### src/rtl/i2c_wb_sequencer_pkg.sv
`default_nettype none
// ============================================================================
// Package  : i2c_seq_pkg
// Brief    : Shared constants, enums and helpers for the I2C Wishbone sequencer.
// Revision : 1.0 - initial release
// ============================================================================
package i2c_seq_pkg;

    localparam logic [2:0] c_ADR_PRERLO  = 3'd0;
    localparam logic [2:0] c_ADR_PRERHI  = 3'd1;
    localparam logic [2:0] c_ADR_CTR     = 3'd2;
    localparam logic [2:0] c_ADR_TXR_RXR = 3'd3;
    localparam logic [2:0] c_ADR_CR_SR   = 3'd4;

    localparam logic [7:0] c_CTR_EN         = 8'h80;
    localparam logic [7:0] c_CMD_STA_WR     = 8'h90;
    localparam logic [7:0] c_CMD_WR         = 8'h10;
    localparam logic [7:0] c_CMD_STO_WR     = 8'h50;
    localparam logic [7:0] c_CMD_RD_ACK_STO = 8'h68;
    localparam logic [7:0] c_CMD_STO        = 8'h40;

    localparam int c_SR_TIP   = 1;
    localparam int c_SR_AL    = 5;
    localparam int c_SR_BUSY  = 6;
    localparam int c_SR_RXACK = 7;

    typedef enum logic [1:0] {
        ERR_OK      = 2'd0,
        ERR_NACK    = 2'd1,
        ERR_ARB     = 2'd2,
        ERR_TIMEOUT = 2'd3
    } err_e;

    typedef enum logic [3:0] {
        INIT_PLO   = 4'd0,
        INIT_PHI   = 4'd1,
        INIT_CTR   = 4'd2,
        IDLE       = 4'd3,
        TX_WR      = 4'd4,
        CR_WR      = 4'd5,
        WAIT       = 4'd6,
        RX_RD      = 4'd7,
        ABORT      = 4'd8,
        ABORT_WAIT = 4'd9,
        DONE       = 4'd10
    } state_e;

    // Phases 0..2 are byte writes; phase 3 is the read byte of a read request.
    function automatic logic [7:0] cr_cmd(input logic [1:0] phase, input logic rnw);
        case (phase)
            2'd0:    cr_cmd = c_CMD_STA_WR;
            2'd1:    cr_cmd = c_CMD_WR;
            2'd2:    cr_cmd = rnw ? c_CMD_STA_WR : c_CMD_STO_WR;
            default: cr_cmd = c_CMD_RD_ACK_STO;
        endcase
    endfunction

endpackage
`default_nettype wire

### src/rtl/i2c_wb_sequencer_if.sv
`default_nettype none
// ============================================================================
// Interface: i2c_wb_sequencer_if
// Brief    : 8-bit Wishbone link between the sequencer and the I2C controller.
// Revision : 1.0 - initial release
// ============================================================================
interface i2c_wb_sequencer_if;
    logic [2:0] wbm_adr_o;
    logic [7:0] wbm_dat_o;
    logic [7:0] wbm_dat_i;
    logic       wbm_we_o;
    logic       wbm_stb_o;
    logic       wbm_cyc_o;
    logic       wbm_ack_i;

    modport master (
        output wbm_adr_o, wbm_dat_o, wbm_we_o, wbm_stb_o, wbm_cyc_o,
        input  wbm_dat_i, wbm_ack_i
    );

    modport slave (
        input  wbm_adr_o, wbm_dat_o, wbm_we_o, wbm_stb_o, wbm_cyc_o,
        output wbm_dat_i, wbm_ack_i
    );
endinterface
`default_nettype wire

### src/rtl/i2c_wb_sequencer_access.sv
`default_nettype none
// ============================================================================
// Module   : i2c_wb_access
// Brief    : Single-beat Wishbone master; one access per start, done pulses after ack.
// Revision : 1.0 - initial release
// ============================================================================
module i2c_wb_access (
    input  wire        wb_clk_i,
    input  wire        wb_rst_i,
    input  wire        i_start,
    input  wire        i_we,
    input  wire  [2:0] i_adr,
    input  wire  [7:0] i_dat,
    output logic       o_done,
    output logic [7:0] o_rdata,
    i2c_wb_sequencer_if.master wbm
);
    logic       r_cyc;
    logic       r_we;
    logic       r_done;
    logic [2:0] r_adr;
    logic [7:0] r_dat;
    logic [7:0] r_rdata;

    // Dropping cyc on the ack edge guarantees an idle cycle before the next start.
    always_ff @(posedge wb_clk_i) begin
        if (!wb_rst_i) begin
            r_cyc   <= 1'b0;
            r_we    <= 1'b0;
            r_done  <= 1'b0;
            r_adr   <= 3'd0;
            r_dat   <= 8'h00;
            r_rdata <= 8'h00;
        end else begin
            r_done <= 1'b0;
            if (r_cyc) begin
                if (wbm.wbm_ack_i) begin
                    r_cyc  <= 1'b0;
                    r_done <= 1'b1;
                    if (!r_we) begin
                        r_rdata <= wbm.wbm_dat_i;
                    end
                end
            end else if (i_start) begin
                r_cyc <= 1'b1;
                r_we  <= i_we;
                r_adr <= i_adr;
                r_dat <= i_dat;
            end
        end
    end

    assign wbm.wbm_cyc_o = r_cyc;
    assign wbm.wbm_stb_o = r_cyc;
    assign wbm.wbm_we_o  = r_we;
    assign wbm.wbm_adr_o = r_adr;
    assign wbm.wbm_dat_o = r_dat;
    assign o_done        = r_done;
    assign o_rdata       = r_rdata;
endmodule
`default_nettype wire

### src/rtl/i2c_wb_sequencer.sv
`default_nettype none
// ============================================================================
// Module   : i2c_wb_sequencer
// Brief    : Turns single register read/write requests into I2C controller accesses.
// Revision : 1.0 - initial release
// ============================================================================
module i2c_wb_sequencer
    import i2c_seq_pkg::*;
#(
    parameter logic [15:0] PRESCALE   = 16'h0063,
    parameter int          POLL_LIMIT = 4096
) (
    input  wire        wb_clk_i,
    input  wire        wb_rst_i,
    input  wire        req_valid_i,
    output logic       req_ready_o,
    input  wire        req_rnw_i,
    input  wire  [6:0] req_dev_i,
    input  wire  [7:0] req_reg_i,
    input  wire  [7:0] req_wdata_i,
    output logic       rsp_valid_o,
    output logic [7:0] rsp_rdata_o,
    output logic [1:0] rsp_err_o,
    i2c_wb_sequencer_if.master wbm
);
    localparam int                 c_CNT_W     = $clog2(POLL_LIMIT) + 1;
    localparam logic [c_CNT_W-1:0] c_POLL_LAST = c_CNT_W'(POLL_LIMIT - 1);

    state_e             r_state, w_state_next;
    logic               r_first;
    logic [1:0]         r_phase, w_phase_next;
    logic [c_CNT_W-1:0] r_poll, w_poll_next;
    err_e               r_err, w_err_next;
    logic [7:0]         r_rdata, w_rdata_next;
    logic               r_rnw;
    logic [6:0]         r_dev;
    logic [7:0]         r_reg;
    logic [7:0]         r_wdata;
    logic [1:0]         r_rsp_err;
    logic [7:0]         r_rsp_rdata;

    logic       w_accept;
    logic       w_acc_start, w_acc_we, w_acc_done;
    logic [2:0] w_acc_adr;
    logic [7:0] w_acc_dat, w_acc_rdata;

    assign w_accept = (r_state == IDLE) && req_valid_i;

    i2c_wb_access u_access (
        .wb_clk_i (wb_clk_i),
        .wb_rst_i (wb_rst_i),
        .i_start  (w_acc_start),
        .i_we     (w_acc_we),
        .i_adr    (w_acc_adr),
        .i_dat    (w_acc_dat),
        .o_done   (w_acc_done),
        .o_rdata  (w_acc_rdata),
        .wbm      (wbm)
    );

    always_ff @(posedge wb_clk_i) begin
        if (!wb_rst_i) begin
            r_state     <= INIT_PLO;
            r_first     <= 1'b1;
            r_phase     <= 2'd0;
            r_poll      <= '0;
            r_err       <= ERR_OK;
            r_rdata     <= 8'h00;
            r_rnw       <= 1'b0;
            r_dev       <= 7'd0;
            r_reg       <= 8'h00;
            r_wdata     <= 8'h00;
            r_rsp_err   <= 2'd0;
            r_rsp_rdata <= 8'h00;
        end else begin
            r_state <= w_state_next;
            r_first <= 1'b0;
            r_phase <= w_phase_next;
            r_poll  <= w_poll_next;
            r_err   <= w_err_next;
            r_rdata <= w_rdata_next;
            if (w_accept) begin
                r_rnw   <= req_rnw_i;
                r_dev   <= req_dev_i;
                r_reg   <= req_reg_i;
                r_wdata <= req_wdata_i;
            end
            // Response fields only move on DONE entry so they stay stable between pulses.
            if (w_state_next == DONE && r_state != DONE) begin
                r_rsp_err   <= w_err_next;
                r_rsp_rdata <= w_rdata_next;
            end
        end
    end

    // Each transition into an access state issues that state's access in the same cycle.
    always_comb begin
        w_state_next = r_state;
        w_phase_next = r_phase;
        w_poll_next  = r_poll;
        w_err_next   = r_err;
        w_rdata_next = r_rdata;
        w_acc_start  = 1'b0;
        w_acc_we     = 1'b0;
        w_acc_adr    = c_ADR_PRERLO;
        w_acc_dat    = 8'h00;
        case (r_state)
            INIT_PLO: begin
                if (r_first) begin
                    w_acc_start = 1'b1; w_acc_we = 1'b1;
                    w_acc_adr = c_ADR_PRERLO; w_acc_dat = PRESCALE[7:0];
                end else if (w_acc_done) begin
                    w_state_next = INIT_PHI;
                    w_acc_start = 1'b1; w_acc_we = 1'b1;
                    w_acc_adr = c_ADR_PRERHI; w_acc_dat = PRESCALE[15:8];
                end
            end
            INIT_PHI: if (w_acc_done) begin
                w_state_next = INIT_CTR;
                w_acc_start = 1'b1; w_acc_we = 1'b1;
                w_acc_adr = c_ADR_CTR; w_acc_dat = c_CTR_EN;
            end
            INIT_CTR: if (w_acc_done) w_state_next = IDLE;
            IDLE: if (req_valid_i) begin
                w_state_next = TX_WR;
                w_phase_next = 2'd0;
                w_err_next   = ERR_OK;
                w_acc_start = 1'b1; w_acc_we = 1'b1;
                w_acc_adr = c_ADR_TXR_RXR; w_acc_dat = {req_dev_i, 1'b0};
            end
            TX_WR: if (w_acc_done) begin
                w_state_next = CR_WR;
                w_acc_start = 1'b1; w_acc_we = 1'b1;
                w_acc_adr = c_ADR_CR_SR; w_acc_dat = cr_cmd(r_phase, r_rnw);
            end
            CR_WR: if (w_acc_done) begin
                w_state_next = WAIT;
                w_poll_next  = '0;
                w_acc_start = 1'b1; w_acc_adr = c_ADR_CR_SR;
            end
            WAIT: if (w_acc_done) begin
                if (w_acc_rdata[c_SR_TIP]) begin
                    if (r_poll == c_POLL_LAST) begin
                        w_err_next   = ERR_TIMEOUT;
                        w_state_next = ABORT;
                        w_acc_start = 1'b1; w_acc_we = 1'b1;
                        w_acc_adr = c_ADR_CR_SR; w_acc_dat = c_CMD_STO;
                    end else begin
                        w_poll_next = r_poll + 1'b1;
                        w_acc_start = 1'b1; w_acc_adr = c_ADR_CR_SR;
                    end
                end else if (w_acc_rdata[c_SR_AL]) begin
                    w_err_next   = ERR_ARB;
                    w_state_next = DONE;
                end else if (r_phase != 2'd3 && w_acc_rdata[c_SR_RXACK]) begin
                    w_err_next   = ERR_NACK;
                    w_state_next = ABORT;
                    w_acc_start = 1'b1; w_acc_we = 1'b1;
                    w_acc_adr = c_ADR_CR_SR; w_acc_dat = c_CMD_STO;
                end else if (r_phase == 2'd3) begin
                    w_state_next = RX_RD;
                    w_acc_start = 1'b1; w_acc_adr = c_ADR_TXR_RXR;
                end else if (r_phase == 2'd2 && !r_rnw) begin
                    w_state_next = DONE;
                end else if (r_phase == 2'd2) begin
                    w_phase_next = 2'd3;
                    w_state_next = CR_WR;
                    w_acc_start = 1'b1; w_acc_we = 1'b1;
                    w_acc_adr = c_ADR_CR_SR; w_acc_dat = c_CMD_RD_ACK_STO;
                end else begin
                    w_phase_next = r_phase + 2'd1;
                    w_state_next = TX_WR;
                    w_acc_start = 1'b1; w_acc_we = 1'b1;
                    w_acc_adr = c_ADR_TXR_RXR;
                    w_acc_dat = (r_phase == 2'd0) ? r_reg : (r_rnw ? {r_dev, 1'b1} : r_wdata);
                end
            end
            RX_RD: if (w_acc_done) begin
                w_rdata_next = w_acc_rdata;
                w_state_next = DONE;
            end
            ABORT: if (w_acc_done) begin
                w_state_next = ABORT_WAIT;
                w_poll_next  = '0;
                w_acc_start = 1'b1; w_acc_adr = c_ADR_CR_SR;
            end
            ABORT_WAIT: if (w_acc_done) begin
                if (w_acc_rdata[c_SR_BUSY] && r_poll != c_POLL_LAST) begin
                    w_poll_next = r_poll + 1'b1;
                    w_acc_start = 1'b1; w_acc_adr = c_ADR_CR_SR;
                end else begin
                    w_state_next = DONE;
                end
            end
            DONE:    w_state_next = IDLE;
            default: w_state_next = INIT_PLO;
        endcase
    end

    assign req_ready_o = (r_state == IDLE);
    assign rsp_valid_o = (r_state == DONE);
    assign rsp_err_o   = r_rsp_err;
    assign rsp_rdata_o = r_rsp_rdata;
endmodule
`default_nettype wire

### src/flat_wrapper.sv
// flat-port wrapper written by rule: the top's interface ports become plain ports
module i2c_wb_sequencer_flat import i2c_seq_pkg::*;
#(
    parameter logic [15:0] PRESCALE   = 16'h0063,
    parameter int          POLL_LIMIT = 4096
)
  (wb_clk_i, wb_rst_i, req_valid_i, req_ready_o, req_rnw_i, req_dev_i, req_reg_i, req_wdata_i, rsp_valid_o, rsp_rdata_o, rsp_err_o, wbm_wbm_adr_o, wbm_wbm_dat_o, wbm_wbm_we_o, wbm_wbm_stb_o, wbm_wbm_cyc_o, wbm_wbm_dat_i, wbm_wbm_ack_i);
  i2c_wb_sequencer_if wbm_i ();
  input  wire wb_clk_i;
  input  wire wb_rst_i;
  input  wire req_valid_i;
  output logic req_ready_o;
  input  wire req_rnw_i;
  input  wire  [6:0] req_dev_i;
  input  wire  [7:0] req_reg_i;
  input  wire  [7:0] req_wdata_i;
  output logic rsp_valid_o;
  output logic [7:0] rsp_rdata_o;
  output logic [1:0] rsp_err_o;
  output wire logic [$bits(wbm_i.wbm_adr_o)-1:0] wbm_wbm_adr_o;
  output wire logic [$bits(wbm_i.wbm_dat_o)-1:0] wbm_wbm_dat_o;
  output wire logic [$bits(wbm_i.wbm_we_o)-1:0] wbm_wbm_we_o;
  output wire logic [$bits(wbm_i.wbm_stb_o)-1:0] wbm_wbm_stb_o;
  output wire logic [$bits(wbm_i.wbm_cyc_o)-1:0] wbm_wbm_cyc_o;
  input wire logic [$bits(wbm_i.wbm_dat_i)-1:0] wbm_wbm_dat_i;
  input wire logic [$bits(wbm_i.wbm_ack_i)-1:0] wbm_wbm_ack_i;
  assign wbm_wbm_adr_o = wbm_i.wbm_adr_o;
  assign wbm_wbm_dat_o = wbm_i.wbm_dat_o;
  assign wbm_wbm_we_o = wbm_i.wbm_we_o;
  assign wbm_wbm_stb_o = wbm_i.wbm_stb_o;
  assign wbm_wbm_cyc_o = wbm_i.wbm_cyc_o;
  assign wbm_i.wbm_dat_i = wbm_wbm_dat_i;
  assign wbm_i.wbm_ack_i = wbm_wbm_ack_i;
  i2c_wb_sequencer #(.PRESCALE(PRESCALE), .POLL_LIMIT(POLL_LIMIT)) u_core (.wb_clk_i(wb_clk_i), .wb_rst_i(wb_rst_i), .req_valid_i(req_valid_i), .req_ready_o(req_ready_o), .req_rnw_i(req_rnw_i), .req_dev_i(req_dev_i), .req_reg_i(req_reg_i), .req_wdata_i(req_wdata_i), .rsp_valid_o(rsp_valid_o), .rsp_rdata_o(rsp_rdata_o), .rsp_err_o(rsp_err_o), .wbm(wbm_i));
endmodule
### config.mk
export PLATFORM = sky130hd
export DESIGN_NAME = i2c_wb_sequencer_flat
export DESIGN_NICKNAME = d
export VERILOG_FILES = /design/src/rtl/i2c_wb_sequencer_pkg.sv /design/src/rtl/i2c_wb_sequencer_if.sv /design/src/rtl/i2c_wb_sequencer_access.sv /design/src/rtl/i2c_wb_sequencer.sv /design/src/flat_wrapper.sv
export SDC_FILE = /design/constraint.sdc
export NUM_CORES = 1
export LEC_CHECK = 0
export CAP_MARGIN = 0
export CORE_AREA = 2 2 121 88
export CTS_CLUSTER_DIAMETER = 100
export DETAILED_ROUTE_END_ITERATION = 16
export DIE_AREA = 0 0 123 90
export HOLD_SLACK_MARGIN = 0.06
export PLACE_DENSITY = 0.67
export SETUP_SLACK_MARGIN = 0.3
export SYNTH_ARGS = -nofsm -noshare
export SYNTH_HDL_FRONTEND = slang
export SYNTH_HIERARCHICAL = 1
export SYNTH_SLANG_ARGS = --single-unit
export TNS_END_PERCENT = 1
### constraint.sdc
create_clock -name wb_clk_i -period 3.2 [get_ports wb_clk_i]
set_input_delay 0.48 -clock wb_clk_i [delete_from_list [all_inputs] [get_ports wb_clk_i]]
set_output_delay 0.48 -clock wb_clk_i [all_outputs]
set_load 0.01 [all_outputs]
; ---- Word-level counts from Yosys, hierarchy flattened
; Index checks and enable logic that the tools add are counted.
[op_classes]
addsub = 2
eq_ne = 30
muxes = 101
bitwise = 2
n_reduce_logical = 19
[ops]
columns = op, count
row1 = 8-bit two-way mux, 15
row2 = 13-bit two-way mux, 6
row3 = 4-bit two-way mux, 18
row4 = 4-bit case mux with 11 select lines, 1
row5 = 8-bit case mux with 5 select lines, 1
row6 = 13-bit case mux with 3 select lines, 1
row7 = 3-bit two-way mux, 11
row8 = 2-bit two-way mux, 16
row9 = 1-bit two-way mux, 24
row10 = 8-bit case mux with 3 select lines, 1
row11 = 2-bit != test (second input constant), 11
row12 = 3-bit case mux with 6 select lines, 1
row13 = 4-bit by 3-bit == test with 1-bit output (second input constant), 4
row14 = 4-bit == test (second input constant), 4
row15 = 7-bit two-way mux, 2
row16 = 13-bit by 1-bit adder with 13-bit output (second input constant), 1
row17 = 13-bit by 12-bit == test with 1-bit output (second input constant), 1
row18 = 13-bit by 12-bit != test with 1-bit output (second input constant), 1
row19 = 4-bit by 2-bit == test with 1-bit output (second input constant), 2
row20 = 2-bit case mux with 2 select lines, 2
row21 = 8-bit AND reduction, 1
row22 = 7-bit AND reduction, 1
row23 = 1-bit logical AND, 5
row24 = 1-bit case mux with 5 select lines, 1
row25 = 18 further kinds, 23
[totals]
regBits = 86
in_bits = 36
word_cells = 172

; ---- Longest topological paths before layout
; Gate-level depths: netlist of run 1.
[depth]
ltp_word = 11
mapped_depth = 12
ltp_nobuf = 11

; ---- Cells and area by module
; The synthesis of run 1 kept the hierarchy.
[by_module_without_submodules]
columns = module, n_inst, cells_per_inst, area_each_um2
row1 = i2c_wb_sequencer, 1, 435, 3460.8
row2 = i2c_wb_access, 1, 95, 882.1

; ---- Least setup slack after synthesis of run 1
; Ideal clock, no wire load.
[synth_timing]
path_kind = reg2reg
startpoint = reg u_core.r_phase[0]
endpoint = reg u_core.u_access.r_dat[4] (netlist: u_core/u_access/wbm.wbm_dat_o[4])
setup_time_ps = 66
arrival_ps = 2195
slack_ps = 940
stages_incl_launch_ff = 13
n_path_buf = 1
cell_sequence = dfxtp_1 inv_1 ha_1 nor2b_1 a21oi_1 o21ai_0 o21a_1 o22a_1 o21ai_0 nor2b_2 buf_4 nand2_1 a21boi_2
[synth_via]
elab_chain_cells = 10
elab_cells_between_ends = 26
cone_classes = 4 x eq/ne / 18 x mux / 4 x reduce/logical
[synth_lines]
columns = element, line
row1 = from (decl), i2c_wb_sequencer.sv:31  ; logic [1:0] r_phase, w_phase_next;
row2 = from (signal assigned), i2c_wb_sequencer.sv:78  ; r_phase <= w_phase_next;
row3 = 2-bit == test, i2c_wb_sequencer.sv:163  ; end else if (r_phase == 2'd2 && !r_rnw) begin
row4 = 1-bit logical AND, i2c_wb_sequencer.sv:163
row5 = 1-bit two-way mux, i2c_wb_sequencer.sv:163
row6 = 1-bit two-way mux, i2c_wb_sequencer.sv:160  ; end else if (r_phase == 2'd3) begin
row7 = 1-bit two-way mux (*), i2c_wb_sequencer.sv:155  ; end else if (r_phase != 2'd3 && w_acc_rdata[c_SR_RXACK]) begin
row8 = 1-bit two-way mux (*), i2c_wb_sequencer.sv:152  ; end else if (w_acc_rdata[c_SR_AL]) begin
row9 = 1-bit two-way mux (*), i2c_wb_sequencer.sv:142  ; if (w_acc_rdata[c_SR_TIP]) begin
row10 = 1-bit two-way mux (*), i2c_wb_sequencer.sv:141  ; WAIT: if (w_acc_done) begin
row11 = 1-bit case mux with 5 select lines (*), i2c_wb_sequencer.sv:107  ; case (r_state)
row12 = via u_core.w_acc_start, i2c_wb_sequencer.sv:43  ; logic w_acc_start, w_acc_we, w_acc_done;
row13 = 2-bit AND reduction (no line) (*), -
row14 = to (signal assigned), i2c_wb_sequencer_access.sv:48  ; r_dat <= i_dat;
row15 = to (decl), i2c_wb_sequencer_access.sv:22  ; logic [7:0] r_dat;
; Mark *: on every way through the listed nets, which the timed path passes. The rest lies on a longest branch.
; A chain may end at the register's enable or synchronous reset.

; ---- Worst setup path after layout of run 1
[layout_timing]
startpoint = reg u_core.r_state[1]
endpoint = out req_ready_o
[layout_via]
elab_chain_cells = 1
[layout_lines]
columns = element, line
row1 = from (decl), i2c_wb_sequencer.sv:29  ; state_e r_state, w_state_next;
row2 = from (signal assigned), i2c_wb_sequencer.sv:76  ; r_state <= w_state_next;
row3 = 4-bit by 2-bit == test with 1-bit output, i2c_wb_sequencer.sv:200  ; assign req_ready_o = (r_state == IDLE);
row4 = to (decl), flat_wrapper.sv:12  ; output logic req_ready_o;
; Every way passes these cells.

==> results of run 1 <==
placed cells by master, fill, tap and decap left out, drive strengths merged, types with 3 or more instances in the layout:
master | netlist | layout
and2 | 12 | 12
a21oi | 44 | 44
clkbuf | 19 | 12
nor4 | 9 | 9
o211ai | 3 | 3
clkinv | 1 | 3
nor3 | 9 | 9
inv | 8 | 8
ha | 6 | 6
clkdlybuf4s50 | 0 | 61
o21a | 3 | 3
and3 | 4 | 4
nand3 | 16 | 16
nand4 | 6 | 6
a21boi | 12 | 12
dfxtp | 86 | 86
nand2 | 97 | 97
xnor2 | 11 | 11
mux2 | 10 | 10
nand2b | 8 | 8
buf | 15 | 12
nor2b | 11 | 11
mux2i | 15 | 15
nor3b | 3 | 3
nor2 | 49 | 49
a31oi | 4 | 4
o21ai | 35 | 35
per-stage QoR:
step                      area [sq um]  total power, mW  instances
final                             5370            2.328        717
after global routing              5370            2.411        717
after CTS                         5345            2.345        716
after detailed placement          5034            1.277        700
after global placement            5034            1.276        700
after floorplan                   4343            1.198        530
layer usage:
layer | up-vias | global-route usage, % | wire length [um]
li1 | 1939 | - | -
met1 | 1829 | 30.68 | 5369
met2 | 147 | 28.87 | 4619
met3 | 11 | 5.520 | 909
met4 | 0 | 5.114 | 119
met5 | - | 0 | 0
worst max-delay path by stage:
stage          cells after the start                           start  slack [ns]                                            end
6_report                           3    u_core/r_state[1]$_SDFF_PN0_        0.46                                    req_ready_o
5_1_grt                            3    u_core/r_state[1]$_SDFF_PN0_        0.38                                    req_ready_o
4_1_cts                           12  u_core/r_phase[0]$_SDFFE_PN0P_        0.44      u_core/u_access/wbm.wbm_we_o$_SDFFE_PN0P_
3_5_place_dp                      12  u_core/r_phase[0]$_SDFFE_PN0P_        0.49  u_core/u_access/wbm.wbm_dat_o[4]$_SDFFE_PN0P_
3_3_place_gp                      12  u_core/r_phase[0]$_SDFFE_PN0P_        0.60  u_core/u_access/wbm.wbm_dat_o[5]$_SDFFE_PN0P_
2_1_floorplan                     12  u_core/r_phase[0]$_SDFFE_PN0P_        0.94  u_core/u_access/wbm.wbm_dat_o[4]$_SDFFE_PN0P_
final cells by class:
| type | count | area [sq um] |
|---|---|---|
| tap | 132 | 165.2 |
| fill | 964 | 4637 |
| inverter | 9 | 33.78 |
| timing repair buffer | 73 | 713.2 |
| multi-input combinational | 401 | 2425 |
| clock buffer | 12 | 256.5 |
| sequential | 86 | 1722 |
| clock inverter | 4 | 55.05 |
worst min-delay path, stage by stage, from the launching register on:
cell                      delay (ns)
sky130_fd_sc_hd__dfxtp_1        0.31
sky130_fd_sc_hd__nand2_1        0.05
sky130_fd_sc_hd__a21oi_1        0.05
cells by family after synthesis:
family / synth area share (%)
XOR/XNOR: 2.420
flip-flops: 39.64
multiplexers: 6.050
AND/OR/NAND/NOR: 26.25
AO/OA/AOI/OAI: 19.27
buffers and inverters: 4.638
adder cells (fa/ha/maj): 1.729
power by group through the flow:
| stage | clock network, mW | logic, mW | registers [mW] |
|---|---|---|---|
| 6_report | 1.07 | 0.161 | 1.10 |
| 2_1_floorplan | 0 | 0.0794 | 1.12 |
| 5_1_grt | 1.13 | 0.174 | 1.10 |
| 3_5_place_dp | 0 | 0.152 | 1.12 |
| 3_3_place_gp | 0 | 0.152 | 1.12 |
| 4_1_cts | 1.09 | 0.153 | 1.10 |
repair_timing:
item | 4_1_cts | 5_1_grt
setup endpoints to repair | 0 | 12
resized for setup | 0 | 1
hold buffers | 0 | 0
setup buffers | 0 | 1
==> metrics.txt, run 1 <==
# TYPE chip_impl_metric gauge
chip_impl_info{name="result_of_the_run",value="completed"} 1
chip_impl_metric{name="timing.final.crit_share",unit="%"} 85.54
chip_impl_metric{name="final-hold-violation-count",unit=""} 0
chip_impl_metric{name="final_layout_size_suffix_gt1_share",unit="%"} 10.94
chip_impl_metric{name="maximum_root_to_sink_buffer_count",unit=""} 2
chip_impl_metric{name="yosysWarningCount",unit=""} 6
chip_impl_metric{name="yosys.cell_types.count",unit=""} 65
chip_impl_info{name="min-delay-path-class",value="flop to flop"} 1
chip_impl_metric{name="io_buffers",unit=""} 61
chip_impl_metric{name="grt_antenna_before_repair",unit=""} 0
chip_impl_info{name="synth_common_cells",value="sky130_fd_sc_hd__nand2_1, sky130_fd_sc_hd__dfxtp_1, sky130_fd_sc_hd__nor2_1"} 1
chip_impl_info{name="synth.top_cells.by_area",value="sky130_fd_sc_hd__dfxtp_1, sky130_fd_sc_hd__nand2_1, sky130_fd_sc_hd__a21oi_1, sky130_fd_sc_hd__nor2_1, sky130_fd_sc_hd__o21ai_0"} 1
chip_impl_metric{name="pin_count",unit=""} 62
chip_impl_info{name="min_from",value="u_core/r_dev[5]$_SDFFE_PN0P_"} 1
chip_impl_metric{name="critical-path-max-stage-delay",unit="ns"} 0.90
chip_impl_metric{name="synth_enable_flop_cells",unit=""} 0
chip_impl_metric{name="endpoints_failing_setup",unit=""} 0
chip_impl_metric{name="fp.dieH",unit="um"} 90
chip_impl_metric{name="regToRegSetupSlack",unit="ns"} 0.56
chip_impl_metric{name="n_antenna_cell",unit=""} 0
chip_impl_metric{name="cts_buffer_count",unit=""} 9
chip_impl_metric{name="first_pass_grt_wire_length",unit="um"} 18200
chip_impl_metric{name="grt_max_degree",unit=""} 37
chip_impl_metric{name="synth_fp_nets",unit=""} 572
chip_impl_metric{name="final.setup.tns",unit="ns"} 0
chip_impl_metric{name="hold_slack",unit="ns"} 0.4544
chip_impl_metric{name="power.static_leakage",unit="nW"} 1.864
chip_impl_metric{name="timing.fmax",unit="MHz"} 365.3
chip_impl_metric{name="skew",unit="ns"} 0.007614
chip_impl_metric{name="final_report_max_slew_violation_count",unit=""} 0
chip_impl_metric{name="combPwrFrac",unit="%"} 6.9
chip_impl_metric{name="dr_total_vias",unit=""} 3926
chip_impl_metric{name="detailedRoute.firstIterationViolations",unit=""} 369
chip_impl_info{name="timing.setup.critical_path_class",value="flop to output pin"} 1
chip_impl_metric{name="clk_pin_slew_worst_paths",unit="ns"} 0.06
chip_impl_metric{name="final.min_clock_period",unit="ns"} 2.737
chip_impl_metric{name="first_global_vias",unit=""} 3711
chip_impl_metric{name="dieArea",unit="sq um"} 11070
chip_impl_info{name="dominantRegCellSynth",value="sky130_fd_sc_hd__dfxtp_1"} 1
chip_impl_metric{name="clock_latency_of_the_later_clocked_register_in_the_worst_skew_pair",unit="ns"} 0.34
chip_impl_metric{name="drc_violation_count_after_routing",unit=""} 0
chip_impl_metric{name="finalWirelength",unit="um"} 11020
chip_impl_metric{name="p_clk_share",unit="%"} 45.8
chip_impl_metric{name="max-slew-margin-rel",unit="%"} 40.95
chip_impl_metric{name="post_synth.cell_area_avg",unit="sq um"} 8.194
chip_impl_info{name="worstPathCellList",value="nand2_1 -> nor3_1 -> clkdlybuf4s50_1"} 1
chip_impl_info{name="yosys.area.top_type",value="sky130_fd_sc_hd__dfxtp_1"} 1
chip_impl_info{name="clockRootBuffer",value="sky130_fd_sc_hd__clkbuf_16"} 1
chip_impl_metric{name="cellPowerDensity",unit="nW/um^2"} 433.6
chip_impl_metric{name="core_area",unit="sq um"} 10010
chip_impl_info{name="regMostFlops",value="u_core/r_poll"} 1
chip_impl_metric{name="asyncSetResetFlopFracSynth",unit="%"} 0
chip_impl_metric{name="yosysTopAreaCellShare",unit="%"} 39.64
chip_impl_metric{name="cp_max_fo",unit=""} 26
chip_impl_info{name="worstHoldEndpoint",value="u_core/r_dev[5]$_SDFFE_PN0P_"} 1
chip_impl_metric{name="power.switching_fraction",unit="%"} 21.90
chip_impl_metric{name="pnr_worst_setup_slack",unit="ns"} 0.4628
chip_impl_info{name="start_kind",value="flop"} 1
chip_impl_metric{name="syn_inst_count",unit=""} 530
chip_impl_metric{name="ant_nets",unit=""} 0
chip_impl_metric{name="netlist_area",unit="sq um"} 4343
chip_impl_metric{name="worstPathArrival",unit="ns"} 2.26
chip_impl_metric{name="clock_sink_count",unit=""} 86
chip_impl_metric{name="power.sequential.fraction",unit="%"} 47.3
chip_impl_metric{name="synth.ff_latch_count",unit=""} 86
chip_impl_metric{name="gp_routability_congestion",unit=""} 0.9368
chip_impl_metric{name="worstMarginPinSlew",unit="ns"} 0.8845
chip_impl_metric{name="min_path_cells",unit=""} 2
chip_impl_info{name="timing.rr.start",value="u_core/r_state[1]$_SDFF_PN0_"} 1
chip_impl_metric{name="dp_slack",unit="ns"} 0.4883
chip_impl_info{name="grt_setup_unrepaired",value="false"} 1
chip_impl_metric{name="drt-pass1-iter-count",unit=""} 5
chip_impl_metric{name="detailedPlacementHpwl",unit="um"} 7829
chip_impl_metric{name="cp_num_buf_inv",unit=""} 1
chip_impl_info{name="worst_path_max_delay_cell",value="sky130_fd_sc_hd__dfxtp_1"} 1
chip_impl_info{name="post-synth-top-count-cell",value="sky130_fd_sc_hd__nand2_1"} 1
chip_impl_info{name="r2r-end",value="u_core/rsp_err_o[0]$_SDFFE_PN0P_"} 1
chip_impl_metric{name="vdd_ir_drop_max",unit="uV"} 381.0
chip_impl_metric{name="initial_utilization",unit="%"} 43.40
chip_impl_metric{name="number_of_flip_flops_in_the_largest_register",unit=""} 13
chip_impl_info{name="end_kind",value="output pin"} 1
chip_impl_metric{name="syn_to_final_growth",unit="%"} 23.65
chip_impl_metric{name="globalRoute.totalOverflow",unit=""} 0
chip_impl_info{name="critical-path-top-delay-family",value="flip-flops"} 1
chip_impl_metric{name="depth_of_the_worst_register_to_register_path",unit=""} 6
chip_impl_metric{name="pint",unit="mW"} 1.819
chip_impl_metric{name="cap_viol_max_count",unit=""} 0
chip_impl_metric{name="final_routed_wire_length_divided_by_cell_count",unit="um"} 15.36
chip_impl_metric{name="detail_route.vias_per_cell",unit=""} 5.476
chip_impl_metric{name="cp.required",unit="ns"} 2.72
chip_impl_metric{name="floorplan.rows",unit=""} 31
chip_impl_metric{name="globalRouteTotalUtil",unit="%"} 20.49
chip_impl_info{name="tritoncts",value="yes"} 1
chip_impl_metric{name="floorplan.die.width",unit="um"} 123
chip_impl_metric{name="htreeDepth",unit=""} 3
chip_impl_metric{name="power_switching",unit="uW"} 509.9
chip_impl_metric{name="nets",unit=""} 622
chip_impl_metric{name="synth-seq-area-share",unit="%"} 39.64
chip_impl_metric{name="finish.utilization",unit="%"} 53.66
Note: power is estimated with default switching activity, not from simulation.
==> run 2, diff against run 1 <==
--- a/config.mk
+++ b/config.mk
@@ -12,7 +12,8 @@
 export DIE_AREA = 0 0 123 90
 export HOLD_SLACK_MARGIN = 0.06
 export PLACE_DENSITY = 0.67
-export SETUP_SLACK_MARGIN = 0.3
+export SETUP_SLACK_MARGIN = 0.05
+export SKIP_LAST_GASP = 1
 export SYNTH_ARGS = -nofsm -noshare
 export SYNTH_HDL_FRONTEND = slang
 export SYNTH_HIERARCHICAL = 1
==> metrics.txt, run 2 (synthesis results as in run 1) <==
# TYPE chip_impl_metric gauge
chip_impl_metric{name="final_report_max_slew_violation_count",unit=""} 0
chip_impl_info{name="regMostFlops",value="u_core/r_poll"} 1
chip_impl_metric{name="detail_route.vias_per_cell",unit=""} 5.504
chip_impl_metric{name="dr_total_vias",unit=""} 3941
chip_impl_metric{name="timing.final.crit_share",unit="%"} 88.55
chip_impl_info{name="tritoncts",value="yes"} 1
chip_impl_metric{name="cp_max_fo",unit=""} 12
chip_impl_metric{name="cp_num_buf_inv",unit=""} 2
chip_impl_metric{name="globalRouteTotalUtil",unit="%"} 20.49
chip_impl_metric{name="cts_buffer_count",unit=""} 9
chip_impl_metric{name="final_cell_count_no_fill",unit=""} 716
chip_impl_metric{name="setup_bufs_post_cts",unit=""} 0
chip_impl_info{name="result_of_the_run",value="completed"} 1
chip_impl_metric{name="holdBufCountCts",unit=""} 0
chip_impl_metric{name="place_area",unit="sq um"} 5034
chip_impl_metric{name="n_antenna_cell",unit=""} 0
chip_impl_metric{name="syn_to_final_growth",unit="%"} 23.08
chip_impl_info{name="start_kind",value="flop"} 1
chip_impl_info{name="min-delay-path-class",value="flop to flop"} 1
chip_impl_metric{name="critical-path-max-stage-delay",unit="ns"} 0.47
chip_impl_metric{name="pnr_worst_setup_slack",unit="ns"} 0.3664
chip_impl_metric{name="dieArea",unit="sq um"} 11070
chip_impl_metric{name="core_area",unit="sq um"} 10010
chip_impl_metric{name="pin_count",unit=""} 62
chip_impl_metric{name="clock_latency_of_the_later_clocked_register_in_the_worst_skew_pair",unit="ns"} 0.34
chip_impl_metric{name="globalRoute.totalOverflow",unit=""} 0
chip_impl_metric{name="htreeDepth",unit=""} 3
chip_impl_metric{name="dp_slack",unit="ns"} 0.4883
chip_impl_metric{name="cp.required",unit="ns"} 3.46
chip_impl_metric{name="first_global_vias",unit=""} 3711
chip_impl_info{name="critical-path-top-delay-family",value="compound AO/OA/AOI/OAI gates"} 1
chip_impl_metric{name="grt_max_degree",unit=""} 37
chip_impl_metric{name="min_path_cells",unit=""} 2
chip_impl_info{name="min_from",value="u_core/r_dev[5]$_SDFFE_PN0P_"} 1
chip_impl_metric{name="report.power.total",unit="mW"} 2.320
chip_impl_info{name="end_kind",value="flop"} 1
chip_impl_metric{name="final_routed_wire_length_divided_by_cell_count",unit="um"} 15.35
chip_impl_metric{name="place_inst",unit=""} 700
chip_impl_metric{name="clock_sink_count",unit=""} 86
chip_impl_info{name="critical_path.most_common_cell",value="sky130_fd_sc_hd__o21ai_0"} 1
chip_impl_info{name="timing.rr.start",value="u_core/r_phase[0]$_SDFFE_PN0P_"} 1
chip_impl_metric{name="clk_pin_slew_worst_paths",unit="ns"} 0.06
chip_impl_metric{name="cts-resized-gates",unit=""} 0
chip_impl_metric{name="power.static_leakage",unit="nW"} 1.851
chip_impl_metric{name="final_layout_size_suffix_gt1_share",unit="%"} 10.79
chip_impl_metric{name="fp.dieH",unit="um"} 90
chip_impl_metric{name="endpoints_failing_setup",unit=""} 0
chip_impl_info{name="layout.cells.most_common",value="sky130_fd_sc_hd__nand2_1"} 1
chip_impl_metric{name="initial_utilization",unit="%"} 43.40
chip_impl_metric{name="detailedPlacementHpwl",unit="um"} 7829
chip_impl_metric{name="final_cell_area",unit="sq um"} 5345
chip_impl_metric{name="worstPathArrival",unit="ns"} 3.10
chip_impl_metric{name="grt_antenna_before_repair",unit=""} 0
chip_impl_metric{name="floorplan.rows",unit=""} 31
chip_impl_metric{name="cap_viol_max_count",unit=""} 0
chip_impl_metric{name="first_pass_grt_wire_length",unit="um"} 18200
chip_impl_metric{name="depth_of_the_worst_register_to_register_path",unit=""} 12
chip_impl_info{name="grt_setup_unrepaired",value="false"} 1
chip_impl_metric{name="worstMarginPinSlew",unit="ns"} 0.8735
chip_impl_metric{name="regToRegSetupSlack",unit="ns"} 0.37
chip_impl_metric{name="final-hold-violation-count",unit=""} 0
chip_impl_info{name="most-common-layout-cells",value="sky130_fd_sc_hd__nand2_1, sky130_fd_sc_hd__dfxtp_1, sky130_fd_sc_hd__clkdlybuf4s50_1"} 1
chip_impl_info{name="clockRootBuffer",value="sky130_fd_sc_hd__clkbuf_16"} 1
chip_impl_metric{name="drc_violation_count_after_routing",unit=""} 0
chip_impl_metric{name="number_of_flip_flops_in_the_largest_register",unit=""} 13
chip_impl_metric{name="max-slew-margin-rel",unit="%"} 41.69
chip_impl_info{name="timing.setup.critical_path_class",value="flop to flop"} 1
chip_impl_metric{name="maximum_root_to_sink_buffer_count",unit=""} 2
chip_impl_info{name="worstHoldEndpoint",value="u_core/r_dev[5]$_SDFFE_PN0P_"} 1
chip_impl_metric{name="skew",unit="ns"} 0.007495
chip_impl_metric{name="io_buffers",unit=""} 61
chip_impl_metric{name="vdd_ir_drop_max",unit="uV"} 381.0
chip_impl_metric{name="final.setup.tns",unit="ns"} 0
chip_impl_metric{name="floorplan.die.width",unit="um"} 123
chip_impl_info{name="r2r-end",value="u_core/u_access/wbm.wbm_we_o$_SDFFE_PN0P_"} 1
chip_impl_metric{name="detailedRoute.firstIterationViolations",unit=""} 347
chip_impl_metric{name="nets",unit=""} 621
chip_impl_metric{name="hold_slack",unit="ns"} 0.4545
chip_impl_metric{name="finalWirelength",unit="um"} 10990
chip_impl_metric{name="ant_nets",unit=""} 0
chip_impl_metric{name="finish.utilization",unit="%"} 53.41
chip_impl_metric{name="gp_routability_congestion",unit=""} 0.9368
chip_impl_metric{name="final.min_clock_period",unit="ns"} 2.834
chip_impl_metric{name="timing.fmax",unit="MHz"} 352.9
chip_impl_info{name="worst_path_max_delay_cell",value="sky130_fd_sc_hd__nor2b_2"} 1
chip_impl_info{name="worstPathCellList",value="inv_1 -> ha_1 -> nor2b_1 -> a21oi_1 -> o21ai_0 -> o21a_1 -> o22a_1 -> o21ai_0 -> buf_4 -> nor2b_2 -> nand2_1 -> a21boi_0"} 1
chip_impl_metric{name="cellPowerDensity",unit="nW/um^2"} 434.0
chip_impl_metric{name="drt-pass1-iter-count",unit=""} 5
run 2: changes by cell type in the layout (fill, tap and decap cells not counted):
cell / before / now
sky130_fd_sc_hd__buf_12: 1 / 0
sky130_fd_sc_hd__nor2b_4: 1 / 0
sky130_fd_sc_hd__nor2b_2: 0 / 1
run 2: final cells by class:
cell class	count	area (sq um)
multi-input cells	401	2420
repair buffers	72	693.2
well taps	132	165.2
clock buffers	12	256.5
flip-flops and latches	86	1722
fillers	965	4662
clock inverters	4	55.05
inverters	9	33.78
run 2: worst max path at each step:
stage / endpoint / startpoint / depth (start not counted) / slack, ns
global route: u_core/u_access/wbm.wbm_we_o$_SDFFE_PN0P_ / u_core/r_phase[0]$_SDFFE_PN0P_ / 12 / 0.10
CTS: u_core/u_access/wbm.wbm_we_o$_SDFFE_PN0P_ / u_core/r_phase[0]$_SDFFE_PN0P_ / 12 / 0.44
detailed placement: u_core/u_access/wbm.wbm_dat_o[4]$_SDFFE_PN0P_ / u_core/r_phase[0]$_SDFFE_PN0P_ / 12 / 0.49
finish: u_core/u_access/wbm.wbm_we_o$_SDFFE_PN0P_ / u_core/r_phase[0]$_SDFFE_PN0P_ / 12 / 0.37
global placement: u_core/u_access/wbm.wbm_dat_o[5]$_SDFFE_PN0P_ / u_core/r_phase[0]$_SDFFE_PN0P_ / 12 / 0.60
floorplan: u_core/u_access/wbm.wbm_dat_o[4]$_SDFFE_PN0P_ / u_core/r_phase[0]$_SDFFE_PN0P_ / 12 / 0.94
run 2: power breakdown:
| group | switching, mW | internal (mW) |
|---|---|---|
| Sequential | 0.0180 | 1.08 |
| Combinational | 0.0737 | 0.0803 |
| Clock | 0.415 | 0.650 |
run 2: layer usage:
| metal | part of all wire, % | track usage (%) | vias up |
|---|---|---|---|
| met5 | 0 | 0 | - |
| met4 | 1.4 | 5.114 | 0 |
| met3 | 8.0 | 5.520 | 19 |
| met2 | 42 | 28.87 | 146 |
| met1 | 49 | 30.68 | 1841 |
| li1 | - | - | 1935 |
run 2: tightest hold or removal path: stages (launching register included):
cell and delay, ns:
sky130_fd_sc_hd__dfxtp_1 0.31, sky130_fd_sc_hd__nand2_1 0.05, sky130_fd_sc_hd__a21oi_1 0.05
